==> src/rtl/shift_reg_arbiter.sv <==
// Round-robin arbiter feeding a shared, stallable fixed-latency delay line.
// Each entry carries its requester index so the response routes back to its source.
module shift_reg_arbiter #(
    parameter int unsigned NumReq      = 4,
    parameter int unsigned DataWidth   = 32,
    parameter int unsigned Depth       = 4,
    parameter int unsigned MaxInFlight = 2,
    localparam int unsigned IdxWidth   = ($clog2(NumReq) > 1) ? $clog2(NumReq) : 1,
    localparam int unsigned CntWidth   = $clog2(Depth + 1)
) (
    input  logic                                clk_i,
    input  logic                                rst_i,
    input  logic                                clr_i,
    input  logic [NumReq-1:0]                   req_valid_i,
    output logic [NumReq-1:0]                   req_ready_o,
    input  logic [NumReq-1:0][DataWidth-1:0]    req_data_i,
    output logic                                rsp_valid_o,
    input  logic                                rsp_ready_i,
    output logic [IdxWidth-1:0]                 rsp_idx_o,
    output logic [DataWidth-1:0]                rsp_data_o,
    output logic [CntWidth-1:0]                 in_flight_o,
    output logic                                idle_o
);

    logic [Depth-1:0]     stage_valid;
    logic [IdxWidth-1:0]  stage_idx  [Depth];
    logic [DataWidth-1:0] stage_data [Depth];
    logic [CntWidth-1:0]  cnt        [NumReq];
    logic [IdxWidth-1:0]  ptr;

    logic                 block;
    logic                 advance;
    logic                 rsp_fire;
    logic                 accept;
    logic                 grant_found;
    logic [IdxWidth-1:0]  grant;
    logic [NumReq-1:0]    eligible;
    logic [IdxWidth:0]    cand_sum;
    logic [IdxWidth-1:0]  cand;

    assign block       = clr_i | rst_i;
    assign advance     = !stage_valid[Depth-1] || rsp_ready_i;
    assign rsp_valid_o = stage_valid[Depth-1] && !block;
    assign rsp_fire    = rsp_valid_o && rsp_ready_i;
    assign rsp_idx_o   = stage_idx[Depth-1];
    assign rsp_data_o  = stage_data[Depth-1];
    assign accept      = grant_found && advance && !block;
    assign idle_o      = (in_flight_o == '0);

    // A requester at its limit may still issue in the cycle one of its own responses leaves.
    always_comb begin
        eligible = '0;
        for (int unsigned i = 0; i < NumReq; i++) begin
            eligible[i] = req_valid_i[i] &&
                          ((cnt[i] < CntWidth'(MaxInFlight)) ||
                           (rsp_fire && (rsp_idx_o == IdxWidth'(i))));
        end
    end

    // First eligible index at or after ptr, wrapping modulo NumReq.
    always_comb begin
        grant       = '0;
        grant_found = 1'b0;
        cand_sum    = '0;
        cand        = '0;
        for (int unsigned k = 0; k < NumReq; k++) begin
            cand_sum = {1'b0, ptr} + (IdxWidth + 1)'(k);
            if (cand_sum >= (IdxWidth + 1)'(NumReq)) begin
                cand_sum = cand_sum - (IdxWidth + 1)'(NumReq);
            end
            cand = cand_sum[IdxWidth-1:0];
            if (!grant_found && eligible[cand]) begin
                grant_found = 1'b1;
                grant       = cand;
            end
        end
    end

    always_comb begin
        req_ready_o = '0;
        if (accept) begin
            req_ready_o[grant] = 1'b1;
        end
    end

    always_comb begin
        in_flight_o = '0;
        for (int unsigned s = 0; s < Depth; s++) begin
            in_flight_o = in_flight_o + CntWidth'(stage_valid[s]);
        end
    end

    // Line, counters and pointer; clear keeps ptr so fairness survives a flush.
    always_ff @(posedge clk_i) begin
        if (rst_i || clr_i) begin
            stage_valid <= '0;
            for (int unsigned s = 0; s < Depth; s++) begin
                stage_idx[s]  <= '0;
                stage_data[s] <= '0;
            end
            for (int unsigned i = 0; i < NumReq; i++) begin
                cnt[i] <= '0;
            end
            if (rst_i) begin
                ptr <= '0;
            end
        end else begin
            if (advance) begin
                for (int unsigned s = 1; s < Depth; s++) begin
                    stage_valid[s] <= stage_valid[s-1];
                    stage_idx[s]   <= stage_idx[s-1];
                    stage_data[s]  <= stage_data[s-1];
                end
                stage_valid[0] <= accept;
                stage_idx[0]   <= accept ? grant : '0;
                stage_data[0]  <= accept ? req_data_i[grant] : '0;
            end
            if (accept) begin
                ptr <= (grant == IdxWidth'(NumReq - 1)) ? '0 : grant + 1'b1;
            end
            for (int unsigned i = 0; i < NumReq; i++) begin
                if ((accept && grant == IdxWidth'(i)) &&
                    !(rsp_fire && rsp_idx_o == IdxWidth'(i))) begin
                    cnt[i] <= cnt[i] + 1'b1;
                end else if (!(accept && grant == IdxWidth'(i)) &&
                             (rsp_fire && rsp_idx_o == IdxWidth'(i))) begin
                    cnt[i] <= cnt[i] - 1'b1;
                end
            end
        end
    end

endmodule
==> config.mk <==
export PLATFORM = sky130hd
export DESIGN_NAME = shift_reg_arbiter
export DESIGN_NICKNAME = d
export VERILOG_FILES = /design/src/rtl/shift_reg_arbiter.sv
export SDC_FILE = /design/constraint.sdc
export NUM_CORES = 1
export LEC_CHECK = 0
export ABC_AREA = 0
export CAP_MARGIN = 25
export CORE_MARGIN = 4
export CORE_UTILIZATION = 50
export CTS_CLUSTER_SIZE = 14
export DETAILED_ROUTE_END_ITERATION = 12
export PLACE_DENSITY = 0.81
export REMOVE_ABC_BUFFERS = 1
export SYNTH_ARGS = -nofsm -noshare
export SYNTH_HDL_FRONTEND = slang
export SYNTH_SLANG_ARGS = --single-unit
==> constraint.sdc <==
create_clock -name clk_i -period 4.5 [get_ports clk_i]
set_input_delay 0.675 -clock clk_i [delete_from_list [all_inputs] [get_ports clk_i]]
set_output_delay 0.675 -clock clk_i [all_outputs]
set_load 0.03 [all_outputs]
-- Word-level counts from Yosys, hierarchy flattened
Memory sizes are Yosys's and may differ from the RTL's.
Cells that the tools add are included.
Widths: inputs -> output; s select.
- bits in registers: 6
- bits in writable memories: 148
- input port bits: 136
- memories kept: 3
- add/subtract/negate cells: 19
- magnitude comparators: 14
- equal/unequal tests: 7
- muxes and demuxes: 80
- bitwise operators: 17
- reductions and logical operators: 52
- memories (memory ; words ; bits a word ; read ports ; clocked after memory_dff ; write ports ; line ; RTL):
    stage_data ; 4 ; 32 ; 4 ; 0 ; 4 ; 27 ; logic [DataWidth-1:0] stage_data [Depth];
    cnt ; 4 ; 3 ; 4 ; 0 ; 4 ; 28 ; logic [CntWidth-1:0] cnt [NumReq];
    stage_idx ; 4 ; 2 ; 4 ; 0 ; 4 ; 26 ; logic [IdxWidth-1:0] stage_idx [Depth];
- operators with widths (kind ; count):
    $mux 32 ; 6
    $bmux 32 s2 ; 1
    $mux 1 ; 42
    $mux 2 ; 17
    $logic_and 1x1->1 ; 28
    $mux 3 ; 8
    $or 1x1->1 ; 17
    $lt 2x3->1 const B ; 5
    $logic_not 1->1 ; 13
    $add 3x1->3 const B ; 4
    $lt 3x2->1 const B ; 4
    $sub 3x1->3 const B ; 4
    $ge 3x3->1 const B ; 3
    $bmux 1 s2 ; 4
    $eq 2x2->1 const B ; 4
    $sub 2x1->2 const B ; 4
    $add 2x2->3 const B ; 2
    $logic_or 1x1->1 ; 6
    $eq 2x1->1 const B ; 2
    $logic_not 2->1 ; 2
    $mux 4 ; 1
    $add 2x1->3 ; 1
    $add 2x1->3 const B ; 1
    $add 3x1->3 ; 1
    other kinds (9) ; 9

-- Logic depth before layout (Yosys ltp)
Gate-level depths: netlist of the first run.
- depth after elaboration: 29
- depth in mapped cells: 15

-- Worst setup path before layout of the first run
OpenSTA, ideal clock, no wires.
- path kind: input to register
- start point: input clr_i
- end point: memory stage_data[0][0] (enable)
- arrival time: 3649 ps
- required time: 4010 ps
- setup slack: 361 ps
- stages: 3
- path buffers: 0
- cell sequence: nor2_1 > and3_1 > inv_1
- RTL lines (what ; line ; RTL):
    start: declaration ; 13 ; input logic clr_i,
    end: declaration ; 27 ;

-- Final worst setup path of the first run
- start point: input rst_i
- end point: output req_ready_o[1]
- word-level cells in the longest chain between the ends: 24
- elaborated cells between the ends (all ways): 46
- classes of those cells: order compare: 2; mux: 19; bitwise: 1; reduce/logical: 24
- RTL lines (what ; line ; RTL):
    start: declaration ; 12 ; input logic rst_i,
    $or 1x1->1 * ; 41 ; assign block = clr_i | rst_i;
    $logic_not 1->1 * ; 43 ; assign rsp_valid_o = stage_valid[Depth-1] && !block;
    $logic_and 1x1->1 * ; 43 ;
    $logic_and 1x1->1 * ; 44 ; assign rsp_fire = rsp_valid_o && rsp_ready_i;
    $logic_and 1x1->1 ; 56 ; (rsp_fire && (rsp_idx_o == IdxWidth'(i))));
    $logic_or 1x1->1 ; 55 ; ((cnt[i] < CntWidth'(MaxInFlight)) ||
    $logic_and 1x1->1 ; 54 ; eligible[i] = req_valid_i[i] &&
    $bmux 1 s2 ; 72 ; if (!grant_found && eligible[cand]) begin
    (+9 left out) ; -- ;
    $logic_and 1x1->1 ; 72 ;
    $mux 2 * ; 72 ;
    net grant[0] ; 36 ; logic [IdxWidth-1:0] grant;
    $lt 2x3->1 (implied by the code) / $ge 2x1->1 (equally long branches) ; 82 ; req_ready_o[grant] = 1'b1;
    $logic_and 1x1->1 (implied by the code) ; 82 ;
    $mux 1 (implied by the code) ; 82 ;
    $demux 1 s2 * ; 82 ;
    $mux 4 * ; 81 ; if (accept) begin
    end: declaration ; 15 ; output logic [NumReq-1:0] req_ready_o,
Mark *: on every way through the listed nets, which the timed path passes. The rest lies on a longest branch. The select of a mux whose other input is x is not followed.

==> summary.txt, run 1 <==
Worst setup path
  • Max FO, Critical Path: 7
  • Kind of end point of the critical path: primary output
  • Nature of the critical path startpoint: primary input
  • Crit Path Class: primary input to primary output
  • Crit-path max cell delay: 0.71 ns
  • Most frequent CP cell: clkdlybuf4s50_1
  • Worst reg-to-reg setup slack: 1.13 ns
  • Critical-path cell list: clkdlybuf4s50_1, nand4bb_1, nor2_1, o22ai_1, a2111oi_4, ha_1, and2_1, clkdlybuf4s50_1
  • FF-to-FF path depth: 12
  • Reg2reg start: stage_idx[3][1]
  • Reg2reg end: cnt[2][2]
  • Required time of the critical path: 3.83 ns
  • Data arrival, critical path: 3.59 ns
  • Slowest CP cell: clkdlybuf4s50_1

Synthesis
  • Mapped Area: 7250 um^2
  • Netlist cell types: 49
  • Complex-gate fraction of the synthesized area: 7.44%
  • Syn Inst Count: 499
  • Seq cells post-synth: 154
  • YS warnings: 0
  • Synth Area in Adders: 2.49%
  • Mux share of post-synthesis cell area: 9.00%
  • Largest family of logic cells by synthesized area: simple AND/OR/NAND/NOR gates
  • Register area share after synthesis: 63.3%
  • XOR/XNOR share of the synthesized area: 0.846%
  • Avg Inst Size Synth: 14.5 um^2
  • Post-Synth Simple-Gate Area: 13.7%

Global route
  • Gr busiest metal: met2
  • First-pass GRT wire length: 23100 um
  • Total GRT Usage: 18.3%
  • Vias in the first global route: 4543
  • Met1 Use GR: 22.9%
  • Initial antenna violation count: 0
  • Total grt overflow: 0
  • Met3 global-route usage: 3.74%
  • GR Util met2: 30.9%
  • Largest net degree at the start of global routing: 89

Clock network
  • CTS tree: built
  • Root Buffer: clkbuf_16
  • TritonCTS Buffers: 17
  • Register clock-pin slew on the reported worst setup and hold paths: 0.06 ns
  • Clock latency on the worst-skew pair: 0.42 ns
  • H-tree depth: 4
  • Clock sinks: 154
  • CTS Buffer Depth: 2
  • Setup repair bufs after CTS: 0

Placement
  • RePlAce Congestion: 0.852
  • Count of input and output buffers: 178
  • Dpl hpwl: 10700 um
  • Cells after DPL: 841

Cells and area
  • # fillers: 966
  • Area grow syn2layout: 35.5%
  • Non-Filler Instances: 873
  • FF/Latch Area: 4580 um^2
  • Fin nets: 828
  • Multi-input logic area: 2440 um^2
  • Diodes inserted: 0
  • Layout cell share with drive strength beyond 1: 11.7%

Floorplan
  • Io pins: 179
  • Chip Height: 128 um
  • Core Region: 14000 um^2
  • Initial Util: 51.6%
  • FP Rows: 43
  • Die area: 16500 um^2
  • Die Wd: 128 um

STA
  • Worst slew pin tran: 0.983 ns
  • Fmax: 234 MHz
  • Tmin final: 4.27 ns
  • Max Slew Vio Count: 0
  • Final setup viols: 0
  • Hold Slack: 0.480 ns
  • RSZ-0062 raised after global routing: false
  • Clock skew: 0.00914 ns
  • Final hold violation count: 0
  • Period Utilization, post-route: 94.8%
  • Max transition margin: 34.5%

Power and ir drop
  • Leak: 0.00395 uW
  • P_int: 2740 uW
  • Seq pwr share: 46.3%
  • Comb pwr share: 12.2%
  • Max VDD drop: 0.000310 V
  • Net switching power: 789 uW
  • Clock power share: 41.5%
  • Pwr per Cell Area: 359 nW/um^2
  • Sw Ratio: 22.4%
  • Total power: 3530 uW

Run
  • Max-cap violation count: 0

Drt
  • DRC: 0
  • Total wire length: 14900 um
  • Vias per Instance: 5.17
  • Antenna Nets Post-Route: 0
  • DR vias: 4511
  • Detailed Route Iter0 Violations: 240
  • Pre-antenna DRT Iters: 4
  • Post-DR wirelength/cell: 17.0 um

Hold path
  • Min-delay worst type: flip-flop to flip-flop
  • Hold Crit Start: stage_valid[2]
  • Hold Path End: stage_valid[3]
  • WHS Path Cells: 2

Run status
  • Status: finished clean
[synthesized netlist by cell type (all sizes together)]
master	n	share of area [%]
buf	16	1.8
o2111ai	1	0.12
or2	2	0.17
ha	8	1.4
a21o	1	0.10
a21oi	1	0.12
o31ai	1	0.10
nand2	17	0.98
xnor2	4	0.48
nor2b	2	0.17
a31oi	3	0.47
dfxtp	4	1.1
nand4b	2	0.24
inv	18	0.93
nand4bb	1	0.16
a22o	2	0.24
nor3b	4	0.48
o22ai	36	5.1
and3b	1	0.12
a311oi	1	0.21
nor3	4	0.28
and4b	1	0.14
edfxtp	150	62
and3	2	0.17
a22oi	1	0.29
fa	4	1.1
o21ai	3	0.21
nor4b	2	0.33
nor2	14	0.73
xor2	3	0.36
nor4	1	0.086
mux2	1	0.16
nand3	6	0.41
and4bb	1	0.22
clkbuf	11	0.57
a2111oi	1	0.38
and2	104	9.0
a21boi	1	0.10
mux2i	64	8.8
[metal layers]
metal / part of all wire [%] / vias up / routed length [um]
met5: 0 / - / 0
met4: 2.6 / 0 / 391
met3: 3.9 / 26 / 580
met2: 51 / 121 / 7630
met1: 42 / 2164 / 6260
li1: - / 2200 / -
[worst max-delay path: cells and delay by family]
| kind | cells | cell delay (ns) |
|---|---|---|
| adders and majority gates | 1 | 0.23 |
| buffers and inverters | 2 | 1.23 |
| AOI/OAI and AO/OA | 2 | 0.69 |
| and+or+nand+nor | 3 | 0.77 |
[cells in the final DEF (no fill, tap or decap), types with 2 or more instances in the layout]
master	Yosys	routed
clkbuf_16	0	17
nor3b_1	3	3
nand2_2	3	3
nand4b_1	2	2
o22ai_1	13	13
clkinvlp_4	0	2
nor3_1	4	4
clkinv_1	0	2
nor2b_1	2	2
a31oi_1	2	2
mux2i_1	64	64
bufinv_16	0	3
clkdlybuf4s50_1	0	176
dfxtp_1	4	4
and3_1	2	2
nand2_1	14	14
a22o_1	2	2
and2_1	104	104
o21ai_1	2	2
inv_1	17	16
xor2_1	3	3
xnor2_1	4	4
nand3_1	6	6
buf_4	5	11
fa_1	4	4
ha_1	8	8
inv_6	0	4
buf_12	0	2
nor2_1	14	14
inv_8	0	3
edfxtp_1	150	150
o22ai_2	23	23
[final cells by class]
class	instances	area share, %
Sequential cell	154	46.7
Multi-Input combinational cell	300	24.9
Timing Repair Buffer	189	19.2
Clock buffer	17	4.33
Tap cell	180	2.29
Clock inverter	15	1.90
Inverter	18	0.739
[cells by family (layout without fill, tap and decap cells)]
logic type	after synthesis	count (layout)
simple gates	164	164
flops	154	154
xor+xnor	7	7
fa+ha+maj	12	12
compound gates	52	52
buf+inv	45	239
mux	65	65
[per-stage QoR]
step                util, %  area (um^2)  worst slack [ns]  setup TNS, ns
CTS                    69.9         9820             0.161              0
floorplan                 -         7080             -1.47         -93.04
finish                 69.9         9820             0.234              0
detailed placement     65.6         9210             0.167              0
global placement       65.6         9210             0.152              0
global route           69.9         9820            0.0379              0
[registers in the layout (all words and copies together) (netlist names)]
signal,cells
stage_data,128
cnt,12
stage_idx,8
stage_valid,4
ptr,2
[power groups by stage]
stage,sequential [uW],clock [uW],combinational [uW]
floorplan,1660,0,252
global placement,1660,0,423
detailed placement,1660,0,434
CTS,1630,1480,436
global route,1640,1560,467
finish,1630,1460,431
[what timing repair did]
| item | in CTS | in global routing |
|---|---|---|
| hold buffers | 0 | 0 |
| resized for setup | 0 | 0 |
| setup endpoints to repair | 0 | 1 |
[how the worst max path moves through the flow]
stage               startpoint        endpoint  slack, ns  cells after the start
finish                   rst_i  req_ready_o[1]       0.23                      8
global route             rst_i  req_ready_o[1]       0.04                      8
CTS                      rst_i  req_ready_o[1]       0.16                      8
detailed placement       rst_i  req_ready_o[1]       0.17                      8
global placement         rst_i  req_ready_o[1]       0.15                      8
floorplan                rst_i       cnt[1][2]      -1.47                     12
Power figures use the tool's default switching activity.
==> inputs of run 2 (changes only) <==
--- a/config.mk
+++ b/config.mk
@@ -8,10 +8,10 @@
 export ABC_AREA = 0
 export CAP_MARGIN = 25
 export CORE_MARGIN = 4
-export CORE_UTILIZATION = 50
+export CORE_UTILIZATION = 45
 export CTS_CLUSTER_SIZE = 14
 export DETAILED_ROUTE_END_ITERATION = 12
-export PLACE_DENSITY = 0.81
+export PLACE_DENSITY = 0.74
 export REMOVE_ABC_BUFFERS = 1
 export SYNTH_ARGS = -nofsm -noshare
 export SYNTH_HDL_FRONTEND = slang
==> constraint.sdc (replaced) <==
create_clock -name clk_i -period 4 [get_ports clk_i]
set_input_delay 0.6 -clock clk_i [delete_from_list [all_inputs] [get_ports clk_i]]
set_output_delay 0.6 -clock clk_i [all_outputs]
set_load 0.03 [all_outputs]
==> run 2 against run 1 <==
  * First-iteration DRC count increased by 20%
  * Clock skew decreased by 0.0018 ns
  * Die area increased by 10%
  * Sequential cell count unchanged
  * Highest routed layer unchanged
==> summary.txt, run 2 (synthesis results as in run 1) <==
STA
  • Hold Slack: 0.492 ns (+0.0121 ns)
  • Final hold violation count: 0 (unchanged)
  • RSZ-0062 raised after global routing: false
  • Final setup viols: 0 (unchanged)
  • Fmax: 267 MHz
  • Max Slew Vio Count: 0 (unchanged)
  • Tmin final: 3.75 ns
  • Worst slew pin tran: 0.895 ns (-0.0876 ns)
  • Clock skew: 0.00736 ns (-0.00178 ns)
  • Period Utilization, post-route: 93.7%
  • Max transition margin: 40.3% (+5.8 points)

Worst setup path
  • Crit-path max cell delay: 0.51 ns (-0.20 ns)
  • Required time of the critical path: 3.40 ns (-0.43 ns)
  • Nature of the critical path startpoint: primary input
  • Crit Path Class: primary input to primary output
  • Slowest CP cell: clkdlybuf4s50_1
  • Kind of end point of the critical path: primary output
  • Critical-path cell list: clkdlybuf4s50_1, nand4bb_1, nor2_1, o22ai_1, a2111oi_4, buf_4, ha_1, nand2_2, inv_1, buf_4
  • Max FO, Critical Path: 7 (unchanged)
  • Most frequent CP cell: buf_4
  • Data arrival, critical path: 3.15 ns (-0.44 ns)

Placement
  • Count of input and output buffers: 178 (unchanged)
  • RePlAce Congestion: 0.874 (+2.6%)
  • Dpl hpwl: 9710 um (-9.4%)
  • DP Area: 9270 um^2 (+0.71%)

Global route
  • Total grt overflow: 0 (unchanged)
  • First-pass GRT wire length: 21700 um (-6.2%)
  • Total GRT Usage: 15.3% (-3.0 points)
  • Largest net degree at the start of global routing: 69 (-22%)
  • Vias in the first global route: 4523 (-0.44%)
  • Initial antenna violation count: 0 (unchanged)

Hold path
  • Min-delay worst type: flip-flop to flip-flop

Power and ir drop
  • Leak: 0.00396 uW (+0.36%)
  • Pwr per Cell Area: 393 nW/um^2 (+9.6%)
  • Max VDD drop: 0.000284 V (-8.5%)

Floorplan
  • Chip Height: 135 um (+5.1%)
  • Core Region: 15800 um^2 (+13%)
  • Die area: 18200 um^2 (+10%)
  • Die Wd: 135 um (+5.1%)
  • Io pins: 179 (unchanged)
  • Initial Util: 45.8% (-5.8 points)
  • FP Rows: 46 (+7.0%)

Run
  • Max-cap violation count: 0 (unchanged)

Run status
  • Status: finished clean

Clock network
  • Clock latency on the worst-skew pair: 0.42 ns (about the same)
  • H-tree depth: 4 (unchanged)
  • CTS Buffer Depth: 2 (unchanged)
  • Root Buffer: clkbuf_16
  • Clock sinks: 154 (unchanged)
  • CTS tree: built
  • Register clock-pin slew on the reported worst setup and hold paths: 0.06 ns (about the same)
  • Hold_buf cts: 0 (unchanged)
  • TritonCTS Buffers: 17 (unchanged)

Cells and area
  • Fin nets: 829 (+0.12%)
  • Most frequent cells in the layout: clkdlybuf4s50_1, edfxtp_1, and2_1, mux2i_1, o22ai_2
  • Most frequent standard cell in the layout excluding fill and tap cells: clkdlybuf4s50_1
  • # fillers: 1177 (+22%)
  • Largest register FFs: 128 (unchanged)
  • Cell area after layout: 9870 um^2 (+0.47%)
  • Multi-input logic area: 2440 um^2 (unchanged)
  • Largest Register: stage_data
  • Largest regs: stage_data x128, cnt x12, stage_idx x8
  • Layout cell share with drive strength beyond 1: 12.0% (+0.27 points)
  • FF/Latch Area: 4580 um^2 (unchanged)
  • Diodes inserted: 0 (unchanged)
  • Area grow syn2layout: 36.2%

Drt
  • Total wire length: 13700 um (-7.6%)
  • Post-DR wirelength/cell: 15.1 um (-11%)
  • Pre-antenna DRT Iters: 5 (+1)
  • DRC: 0 (unchanged)
  • Antenna Nets Post-Route: 0 (unchanged)
  • Detailed Route Iter0 Violations: 288 (+20%)
  • DR vias: 4482 (-0.64%)
  • Vias per Instance: 4.93 (-4.7%)
[run 2: path summary, 6_finish.rpt]
path | cells after the start | slack, ns | end | start
worst max-delay path | 10 | 0.25 | req_ready_o[3] | rst_i
worst min register to register | 2 | 0.49 | stage_valid[3] | stage_valid[2]
worst min-delay path | 2 | 0.49 | stage_valid[3] | stage_valid[2]
worst max register to register | 12 | 0.62 | cnt[2][2] | stage_idx[3][1]
[run 2: power breakdown]
| part | switching, uW | internal, uW | total [uW] | leakage (uW) |
|---|---|---|---|---|
| registers | 18.5 | 1820 | 1830 | 0.00185 |
| logic | 212 | 268 | 479 | 0.00183 |
| clock network | 636 | 932 | 1570 | 0.000276 |
| total | 866 | 3020 | 3880 | 0.00396 |
[run 2: layout make-up]
class / count / share of cell area [%]
Inverter: 18 / 0.735
Clock buffer: 18 / 4.35
Multi-Input combinational cell: 300 / 24.8
Sequential cell: 154 / 46.5
Clock inverter: 14 / 1.65
Timing Repair Buffer: 190 / 19.3
Tap cell: 216 / 2.74
[run 2: critical path: cells and delay by family]
kind                       cells  cell delay [ns]
and+or+nand+nor                3             0.69
AOI/OAI and AO/OA              2             0.66
buffers and inverters          4             0.93
adders and majority gates      1             0.26
[run 2: layer usage]
metal,track usage (%),vias to the layer above,routed length (um)
li1,-,2200,-
met1,18.8,2118,5670
met2,25.3,140,6970
met3,4.17,24,728
met4,7.18,0,359
met5,0,-,0
[run 2: stage by stage]
stage               setup WS [ns]  cells  power (uW)   TNS, ns  utilization, %
finish                      0.250    910        3880         0            62.3
global route                0.116    910        4050         0            62.3
CTS                        0.0103    910        3930         0            62.3
detailed placement       -0.00824    878        2350  -0.00824            58.6
global placement           0.0389    878        2340         0            58.6
floorplan                   -1.97    472        2150   -176.56               -
[run 2: what timing repair did]
action	4_1_cts	5_1_grt
setup endpoints to repair	1	1
resized for setup	1	1
buffers inserted	0	0
